File: config.mk
export PLATFORM = sky130hd
export DESIGN_NAME = mem_port_arbiter
export DESIGN_NICKNAME = d
export VERILOG_FILES = /design/src/rtl/simple_ps_pkg.sv /design/src/rtl/arb_starve_counter.sv /design/src/rtl/mem_port_arbiter.sv
export SDC_FILE = /design/constraint.sdc
export NUM_CORES = 1
export LEC_CHECK = 0
export ABC_CLOCK_PERIOD_IN_PS = 2600
export CAP_MARGIN = 10
export CORE_UTILIZATION = 24
export CTS_CLUSTER_DIAMETER = 200
export DETAILED_ROUTE_END_ITERATION = 7
export GPL_TIMING_DRIVEN = 0
export PLACE_DENSITY = 0.86
export SLEW_MARGIN = 15
export SYNTH_ARGS = -nofsm -noshare
export SYNTH_HDL_FRONTEND = slang
export SYNTH_SLANG_ARGS = --single-unit
File: constraint.sdc
create_clock -name clock -period 2.6 [get_ports clock]
set_input_delay 0.39 -clock clock [delete_from_list [all_inputs] [get_ports clock]]
set_output_delay 0.39 -clock clock [all_outputs]
set_load 0.01 [all_outputs]
File: src/rtl/simple_ps_pkg.sv
// Shared types for the simple pipelined core: memory-slot owner encoding
// and memory bus direction constants.
package simple_ps_pkg;

    typedef enum logic [1:0] {
        OWN_NONE  = 2'd0,
        OWN_IF_RD = 2'd1,
        OWN_D_RD  = 2'd2,
        OWN_D_WR  = 2'd3
    } owner_e;

    localparam logic MEM_READ  = 1'b0;
    localparam logic MEM_WRITE = 1'b1;

endpackage

File: src/rtl/arb_starve_counter.sv
// Saturating count of consecutive fetch denials; at_max tells the arbiter
// that the fetch port is owed the next slot.
module arb_starve_counter #(
    parameter int unsigned MAX = 4
) (
    input  logic clock,
    input  logic reset,
    input  logic inc,
    input  logic clr,
    output logic at_max
);

    localparam int unsigned CNT_W = (MAX < 1) ? 1 : $clog2(MAX + 1);
    localparam logic [CNT_W-1:0] MAX_V = CNT_W'(MAX);

    logic [CNT_W-1:0] cnt_q;
    logic [CNT_W-1:0] cnt_d;

    always_comb begin
        cnt_d = cnt_q;
        if (clr) begin
            cnt_d = '0;
        end else if (inc && (cnt_q != MAX_V)) begin
            cnt_d = cnt_q + CNT_W'(1);
        end
    end

    always_ff @(posedge clock or posedge reset) begin
        if (reset) begin
            cnt_q <= '0;
        end else begin
            cnt_q <= cnt_d;
        end
    end

    // MAX of zero means the fetch port never forces its way in.
    assign at_max = (MAX != 0) && (cnt_q == MAX_V);

endmodule

File: src/rtl/mem_port_arbiter.sv
// Arbitrates the single-port program/data memory between instruction fetch
// and load/store, returning read data to whichever port owned the slot.
module mem_port_arbiter
    import simple_ps_pkg::*;
#(
    parameter int unsigned ADDR_W     = 12,
    parameter int unsigned DATA_W     = 16,
    parameter int unsigned STARVE_MAX = 4
) (
    input  logic              clock,
    input  logic              reset,
    input  logic              if_req,
    input  logic [ADDR_W-1:0] if_addr,
    output logic              if_gnt,
    output logic              if_rvalid,
    output logic [DATA_W-1:0] if_rdata,
    input  logic              d_req,
    input  logic              d_we,
    input  logic [ADDR_W-1:0] d_addr,
    input  logic [DATA_W-1:0] d_wdata,
    output logic              d_gnt,
    output logic              d_rvalid,
    output logic [DATA_W-1:0] d_rdata,
    output logic              stall,
    output logic [ADDR_W-1:0] m_addr,
    output logic [DATA_W-1:0] m_data,
    output logic              m_rw,
    input  logic [DATA_W-1:0] m_q
);

    // Handshake: a requester holds req and its payload until gnt; gnt is the
    // accept, and read data comes back exactly one cycle later with rvalid.
    owner_e owner_q;
    owner_e owner_d;
    logic   starve_at_max;

    always_comb begin
        if_gnt = 1'b0;
        d_gnt  = 1'b0;
        if (!reset) begin
            if (d_req && !(if_req && starve_at_max)) begin
                d_gnt = 1'b1;
            end else if (if_req) begin
                if_gnt = 1'b1;
            end
        end
    end

    always_comb begin
        m_addr  = '0;
        m_data  = '0;
        m_rw    = MEM_READ;
        owner_d = OWN_NONE;
        if (d_gnt) begin
            m_addr = d_addr;
            if (d_we) begin
                m_rw    = MEM_WRITE;
                m_data  = d_wdata;
                owner_d = OWN_D_WR;
            end else begin
                owner_d = OWN_D_RD;
            end
        end else if (if_gnt) begin
            m_addr  = if_addr;
            owner_d = OWN_IF_RD;
        end
    end

    always_ff @(posedge clock or posedge reset) begin
        if (reset) begin
            owner_q <= OWN_NONE;
        end else begin
            owner_q <= owner_d;
        end
    end

    assign if_rvalid = (owner_q == OWN_IF_RD);
    assign d_rvalid  = (owner_q == OWN_D_RD);
    assign if_rdata  = if_rvalid ? m_q : '0;
    assign d_rdata   = d_rvalid ? m_q : '0;
    assign stall     = if_req & ~if_gnt;

    arb_starve_counter #(
        .MAX (STARVE_MAX)
    ) u_starve (
        .clock  (clock),
        .reset  (reset),
        .inc    (if_req & ~if_gnt),
        .clr    (if_gnt | ~if_req),
        .at_max (starve_at_max)
    );

endmodule

==> Word-level counts from Yosys, hierarchy flattened <==
Index checks and enable logic that the tools add are counted.
{ "word_totals": {"romBits": 0, "inputBits": 61, "output_inout_bits": 66, "elab_cells": 34, "mem_count": 0, "ram_bits": 0, "latch_bits": 0, "ff_bits": 5} }
{ "op_classes": {"bitwise_logic": 4, "n_div": 0, "muxes": 18, "eq_ne": 4, "order_cmp": 0, "addsub": 1, "multipliers": 0, "n_shift": 0, "n_reduce_logical": 5} }
{ "op_table": {"columns": ["operator", "n"], "rows": [
  ["$mux 16", 4],
  ["$mux 12", 2],
  ["$mux 1", 9],
  ["$mux 3", 2],
  ["$add 3x1->3 const B", 1],
  ["$eq 3x3->1 const B", 1],
  ["$logic_and 1x1->1", 3],
  ["$ne 3x3->1 const B", 1],
  ["$eq 2x1->1 const B", 1],
  ["$eq 2x2->1 const B", 1],
  ["$mux 2", 1],
  ["$not 1->1", 2],
  ["$reduce_bool 2->1", 1],
  ["$and 1x1->1", 1],
  ["$logic_not 1->1", 1],
  ["$or 1x1->1", 1]
]} }

==> Longest topological paths before layout <==
{ "depth": {"depth_word": 11, "mapped_depth": 6, "ltp_nobuf": 5} }

==> Hierarchy <==
Synthesis repeated with hierarchy kept, for this count alone.
{ "unflattened": {"hier_cells": 117, "hier_area_um2": 840.8} }
{ "modules_own_cells": {"columns": ["mod", "n_inst", "seq_area_each_um2", "area_each_um2", "cells_per_inst"], "rows": [
  ["mem_port_arbiter", 1, 50.0, 639.4, 98],
  ["arb_starve_counter", 1, 75.1, 201.4, 19]
]} }

==> Worst setup path after synthesis <==
No wires, ideal clock.
{ "synth_timing": {"kind": "reg2out", "from": "reg u_starve.cnt_q[0]", "to": "out m_addr[10]", "slack_ps": 755, "required_time_ps": 2210, "path_stages_with_launch": 7, "t_arrival_ps": 1455, "cell_sequence": "dfrtp_1 > inv_1 > ha_1 > a21boi_2 > nor3b_2 > buf_6 > a22o_1"} }
{ "synth_between": {"elab_chain_len": 8, "word_cells_on_any_way": 10, "cone_classes": "eq/ne: 1; mux: 6; reduce/logical: 3"} }
{ "synth_rtl": {"columns": ["element", "line", "source"], "rows": [
  ["start: declaration", "arb_starve_counter.sv:16", "logic [CNT_W-1:0] cnt_q;"],
  ["start signal: assignment", "arb_starve_counter.sv:32", "cnt_q <= cnt_d;"],
  ["$eq 3x3->1", "arb_starve_counter.sv:37", "assign at_max = (MAX != 0) && (cnt_q == MAX_V);"],
  ["$logic_and 1x1->1", "mem_port_arbiter.sv:41", "if (d_req && !(if_req && starve_at_max)) begin"],
  ["$logic_not 1->1", "mem_port_arbiter.sv:41", null],
  ["$logic_and 1x1->1", "mem_port_arbiter.sv:41", null],
  ["$mux 1", "mem_port_arbiter.sv:41", null],
  ["$mux 1", "mem_port_arbiter.sv:40", "if (!reset) begin"],
  ["net if_gnt", "mem_port_arbiter.sv:14", "output logic if_gnt,"],
  ["$mux 12", "mem_port_arbiter.sv:63", "end else if (if_gnt) begin"],
  ["$mux 12", "mem_port_arbiter.sv:54", "if (d_gnt) begin"],
  ["end: declaration", "mem_port_arbiter.sv:25", "output logic [ADDR_W-1:0] m_addr,"]
]} }
The timed path passes the listed nets, and every way through them passes these cells.

==> Worst setup path after layout <==
{ "layout_timing": {"from": "reg u_starve.cnt_q[0]", "to": "out m_addr[2]"} }
{ "layout_between": {"elab_chain_len": 8, "word_cells_on_any_way": 10, "cone_classes": "eq/ne: 1; mux: 6; reduce/logical: 3"} }
{ "layout_rtl": {"columns": ["element", "line"], "rows": [
  ["$eq 3x3->1 *", "arb_starve_counter.sv:37"],
  ["$logic_and 1x1->1 *", "mem_port_arbiter.sv:41"],
  ["$logic_not 1->1 *", "mem_port_arbiter.sv:41"],
  ["$logic_and 1x1->1 *", "mem_port_arbiter.sv:41"],
  ["$mux 1", "mem_port_arbiter.sv:41"],
  ["$mux 1", "mem_port_arbiter.sv:40"],
  ["$mux 12", "mem_port_arbiter.sv:63"],
  ["$mux 12 *", "mem_port_arbiter.sv:54"]
]} }
Mark *: on every way between the ends. The rest lies on a longest branch, timed or not.

==> Flow_metrics.wiki <==
{| class="wikitable"
! Metric !! Value
|-
| Critical path depth in cells || 7
|-
| Worst-case reg-to-reg path depth || 6
|-
| Kind of end point of the critical path || output pin
|-
| Most common cell in the netlist || sky130_fd_sc_hd__and2_1
|-
| Share of the cycle needed by the critical path after routing || 96.2%
|-
| Max Fanout on Critical Path || 10
|-
| Kind of start point of the critical path || flip-flop
|-
| Total vias in the final route || 1204
|-
| WP data required || 2210 ps
|-
| Register clock-pin slew on the reported worst setup and hold paths || 50 ps
|-
| Final count of pins violating max slew || 0
|-
| Critical setup path kind || flip-flop to output pin
|-
| Count of inserted antenna diode cells || 0
|-
| Startpoint of the worst register-to-register path || u_starve.cnt_q[0]$_DFFE_PP0P_
|-
| Fraction of post-synthesis cell area in the top cell type by area || 25.2%
|-
| Hold WS || 318 ps
|-
| Netlist Area Pre-Place || 796 sq um
|-
| RSZ-0062 raised after global routing || false
|-
| Number of antenna violations at the first check in global routing || 0
|-
| Placed Instance Area || 2100 sq um
|-
| Vias in the first global route || 1034
|-
| Worst min path class || primary input to async pin
|-
| Setup clock skew after layout || 6.24 ps
|-
| Cell type with the highest aggregate area in the netlist || sky130_fd_sc_hd__and2_1
|-
| Pin count of the biggest net entering global routing || 12
|-
| Minimum setup slack among reg-to-reg paths || 1160 ps
|-
| Count of standard-cell rows || 20
|-
| Initial core utilization || 25.6%
|-
| Slowest CP cell || sky130_fd_sc_hd__clkdlybuf4s50_1
|-
| List of most frequent post-synthesis cells || sky130_fd_sc_hd__and2_1 (32), sky130_fd_sc_hd__and2_2 (16), sky130_fd_sc_hd__a22o_1 (12), sky130_fd_sc_hd__dfrtp_1 (5), sky130_fd_sc_hd__nand2_1 (5)
|-
| # IOs || 127
|-
| Chip Width || 59.6 um
|-
| Syn Area/Cell || 8.12 sq um
|-
| Max incr delay on CP || 540 ps
|-
| Number of levels in the clock H-tree || 1
|-
| Overall track demand over capacity in global routing || 16.6%
|-
| CP cell instances || inv_1 -> ha_4 -> a21boi_2 -> nor3b_4 -> buf_6 -> a22o_1 -> clkdlybuf4s50_1
|-
| Final critical delay including setup and external delays || 2500 ps
|-
| Synth Warn # || 0
|-
| Routability congestion estimate from global placement || 0.818
|-
| Number of clock buffers inserted by TritonCTS || 3
|-
| Count of cell types in the netlist || 25
|-
| Vias per std cell || 4.33
|-
| Endpoint of the worst-slack reg-to-reg timing path || owner_q[0]$_DFF_PP0_
|-
| Cell chosen for the clock root || sky130_fd_sc_hd__clkbuf_4
|-
| Sequential area share after synthesis || 15.7%
|-
| Pwr/cell area || 210 nW/um^2
|-
| Post-synth net total || 161
|-
| Setup Viol. Count Final || 0
|-
| Headroom to the max-slew limit || 71.2%
|-
| Starting DRC count in detailed routing || 22
|-
| Number of fill cells || 266
|-
| Top FF cell, synth || sky130_fd_sc_hd__dfrtp_1
|-
| Status || complete, no violations
|-
| Finished Cell Area || 2240 sq um
|-
| Fin nets || 298
|-
| Final number of hold-violating endpoints || 0
|-
| Capturing element of the worst setup path || m_addr[2]
|-
| Final Core Density || 72.2%
|-
| LEAKAGE || 0.00114 uW
|-
| TritonCTS clock tree || done
|-
| PnR Total Power || 471 uW
|-
| Vertical die dimension || 59.6 um
|-
| Synth async-reset ratio || 100%
|-
| Synth-to-layout area growth || 182%
|-
| Per-cell routed wire length || 11.8 um
|-
| Post-synth EDFFs || 0
|-
| Antenna violation net count after detailed routing || 0
|-
| Beginning of the critical path || u_starve.cnt_q[0]$_DFFE_PP0P_
|-
| Total congestion overflow || 0
|-
| Buffers & Inverters on Critical Path || 3
|-
| Synth Register Bits || 5
|-
| VDD IR max || 160 uV
|-
| Insertion delay of the later-clocked pin in the worst-skew pair || 240 ps
|-
| Crit path arrival time || 2110 ps
|-
| Upper clock frequency limit || 0.400 GHz
|-
| Synthesized instance count || 98
|-
| Clk sinks || 5
|-
| Half-perimeter wire length of the detailed placement result || 2690 um
|-
| Global-route wire length before repair || 4460 um
|-
| Gate family responsible for the most delay along the worst path || buffers and inverters
|-
| Proportion of layout cells with a drive suffix above 1 || 16.2%
|-
| Number of design rule violations left after detail routing || 0
|-
| Number of buffers between clock root and the deepest sink || 2
|-
| Number of buffer cells added on primary ports || 125
|-
| Maximum Capacitance Violations || 0
|-
| Cell types occupying the most area after synthesis || sky130_fd_sc_hd__and2_1 (25%), sky130_fd_sc_hd__dfrtp_1 (16%), sky130_fd_sc_hd__and2_2 (15%)
|-
| Total wire length || 3280 um
|-
| Total iterations of the first detailed-routing run || 4
|-
| Standard cell core area || 3100 sq um
|-
| Die area || 3550 sq um
|-
| Slew of the pin with the lowest slew margin || 432 ps
|}
==> layout make-up <==
class                   count  area, sq um  share of cell area, %
repair buffers            132         1340                   59.7
plain buffers               6         42.5                   1.90
multi-input cells          83          638                   28.5
well taps                  44         55.1                   2.46
clock buffers               4         26.3                   1.17
flip-flops and latches      5          125                   5.58
inverters                   4         15.0                  0.670
==> worst register-to-register path, cell delays in order, from the launching register on <==
cell	delay, ps
sky130_fd_sc_hd__dfrtp_1	340
sky130_fd_sc_hd__inv_1	80
sky130_fd_sc_hd__ha_4	200
sky130_fd_sc_hd__a21boi_2	210
sky130_fd_sc_hd__nor3b_4	80
sky130_fd_sc_hd__buf_4	150
sky130_fd_sc_hd__or2_2	260
==> kinds of logic after synthesis <==
group	share of synthesized area [%]
AND/OR/NAND/NOR	48.9
AO/OA/AOI/OAI	23.6
buffers and inverters	7.23
flip-flops	15.7
adder cells (fa/ha/maj)	3.14
multiplexers	1.41
==> metal layers <==
| layer | track usage [%] | up-vias | wire, um |
|---|---|---|---|
| li1 | - | 605 | - |
| met1 | 17.0 | 530 | 1200 |
| met2 | 33.2 | 67 | 1770 |
| met3 | 2.62 | 2 | 284 |
| met4 | 5.98 | 0 | 20 |
| met5 | 0 | - | 0 |
==> metrics by stage <==
stage	instances	TNS, ps	setup WS [ps]
2_1_floorplan	98	0	755
3_5_place_dp	267	-4300	-242
4_1_cts	275	0	12.0
3_3_place_gp	267	-3880	-214
5_1_grt	278	0	1.70
6_report	278	0	97.9
==> registers in the layout, summed over array words and instances (netlist names) <==
signal          cells
u_starve.cnt_q      3
owner_q             2
==> how the worst min path moves through the flow <==
stage / startpoint / to / cells after the start
floorplan: reset / owner_q[0]$_DFF_PP0_ / 1
global placement: u_starve.cnt_q[0]$_DFFE_PP0P_ / u_starve.cnt_q[0]$_DFFE_PP0P_ / 2
detailed placement: u_starve.cnt_q[0]$_DFFE_PP0P_ / u_starve.cnt_q[0]$_DFFE_PP0P_ / 2
CTS: reset / u_starve.cnt_q[2]$_DFFE_PP0P_ / 2
global route: reset / u_starve.cnt_q[1]$_DFFE_PP0P_ / 2
finish: reset / u_starve.cnt_q[2]$_DFFE_PP0P_ / 2
==> layout by cell type (no fill, tap or decap) <==
cell                              Yosys  final
sky130_fd_sc_hd__buf_4                1      8
sky130_fd_sc_hd__o21ai_0              1      1
sky130_fd_sc_hd__ha_1                 2      1
sky130_fd_sc_hd__a21oi_1              1      1
sky130_fd_sc_hd__clkbuf_4             0      3
sky130_fd_sc_hd__inv_1                4      4
sky130_fd_sc_hd__dlygate4sd2_1        0      2
sky130_fd_sc_hd__nand2_1              5      5
sky130_fd_sc_hd__clkbuf_1             2      3
sky130_fd_sc_hd__o21a_1               1      1
sky130_fd_sc_hd__mux2_2               1      1
sky130_fd_sc_hd__a22o_1              12     12
sky130_fd_sc_hd__or2_2                1      1
sky130_fd_sc_hd__buf_6                2      2
sky130_fd_sc_hd__ha_4                 0      1
sky130_fd_sc_hd__o22ai_1              2      2
sky130_fd_sc_hd__nor2b_1              2      2
sky130_fd_sc_hd__a311oi_4             1      1
sky130_fd_sc_hd__nand2b_4             1      1
sky130_fd_sc_hd__nand3_1              1      1
sky130_fd_sc_hd__clkbuf_2             1      1
sky130_fd_sc_hd__clkdlybuf4s50_1      0    108
sky130_fd_sc_hd__dlymetal6s2s_1       0     15
sky130_fd_sc_hd__a21boi_2             1      1
sky130_fd_sc_hd__a31oi_2              0      1
sky130_fd_sc_hd__and2_1              32     32
sky130_fd_sc_hd__nor3b_4              0      1
sky130_fd_sc_hd__dfrtp_1              5      5
sky130_fd_sc_hd__and2_2              16     16
sky130_fd_sc_hd__o221ai_1             1      1
==> power by group <==
part	internal (uW)	switching (uW)	total [uW]
registers	82.9	3.04	85.9
clock network	58.0	31.6	89.6
logic	196	99.4	295
==> repair_timing <==
action,in CTS,in global routing
setup buffers,4,3
setup endpoints to repair,31,25
resized for setup,6,15
hold buffers,0,0
pin swaps,2,3
Note: power is estimated with default switching activity, not from simulation.
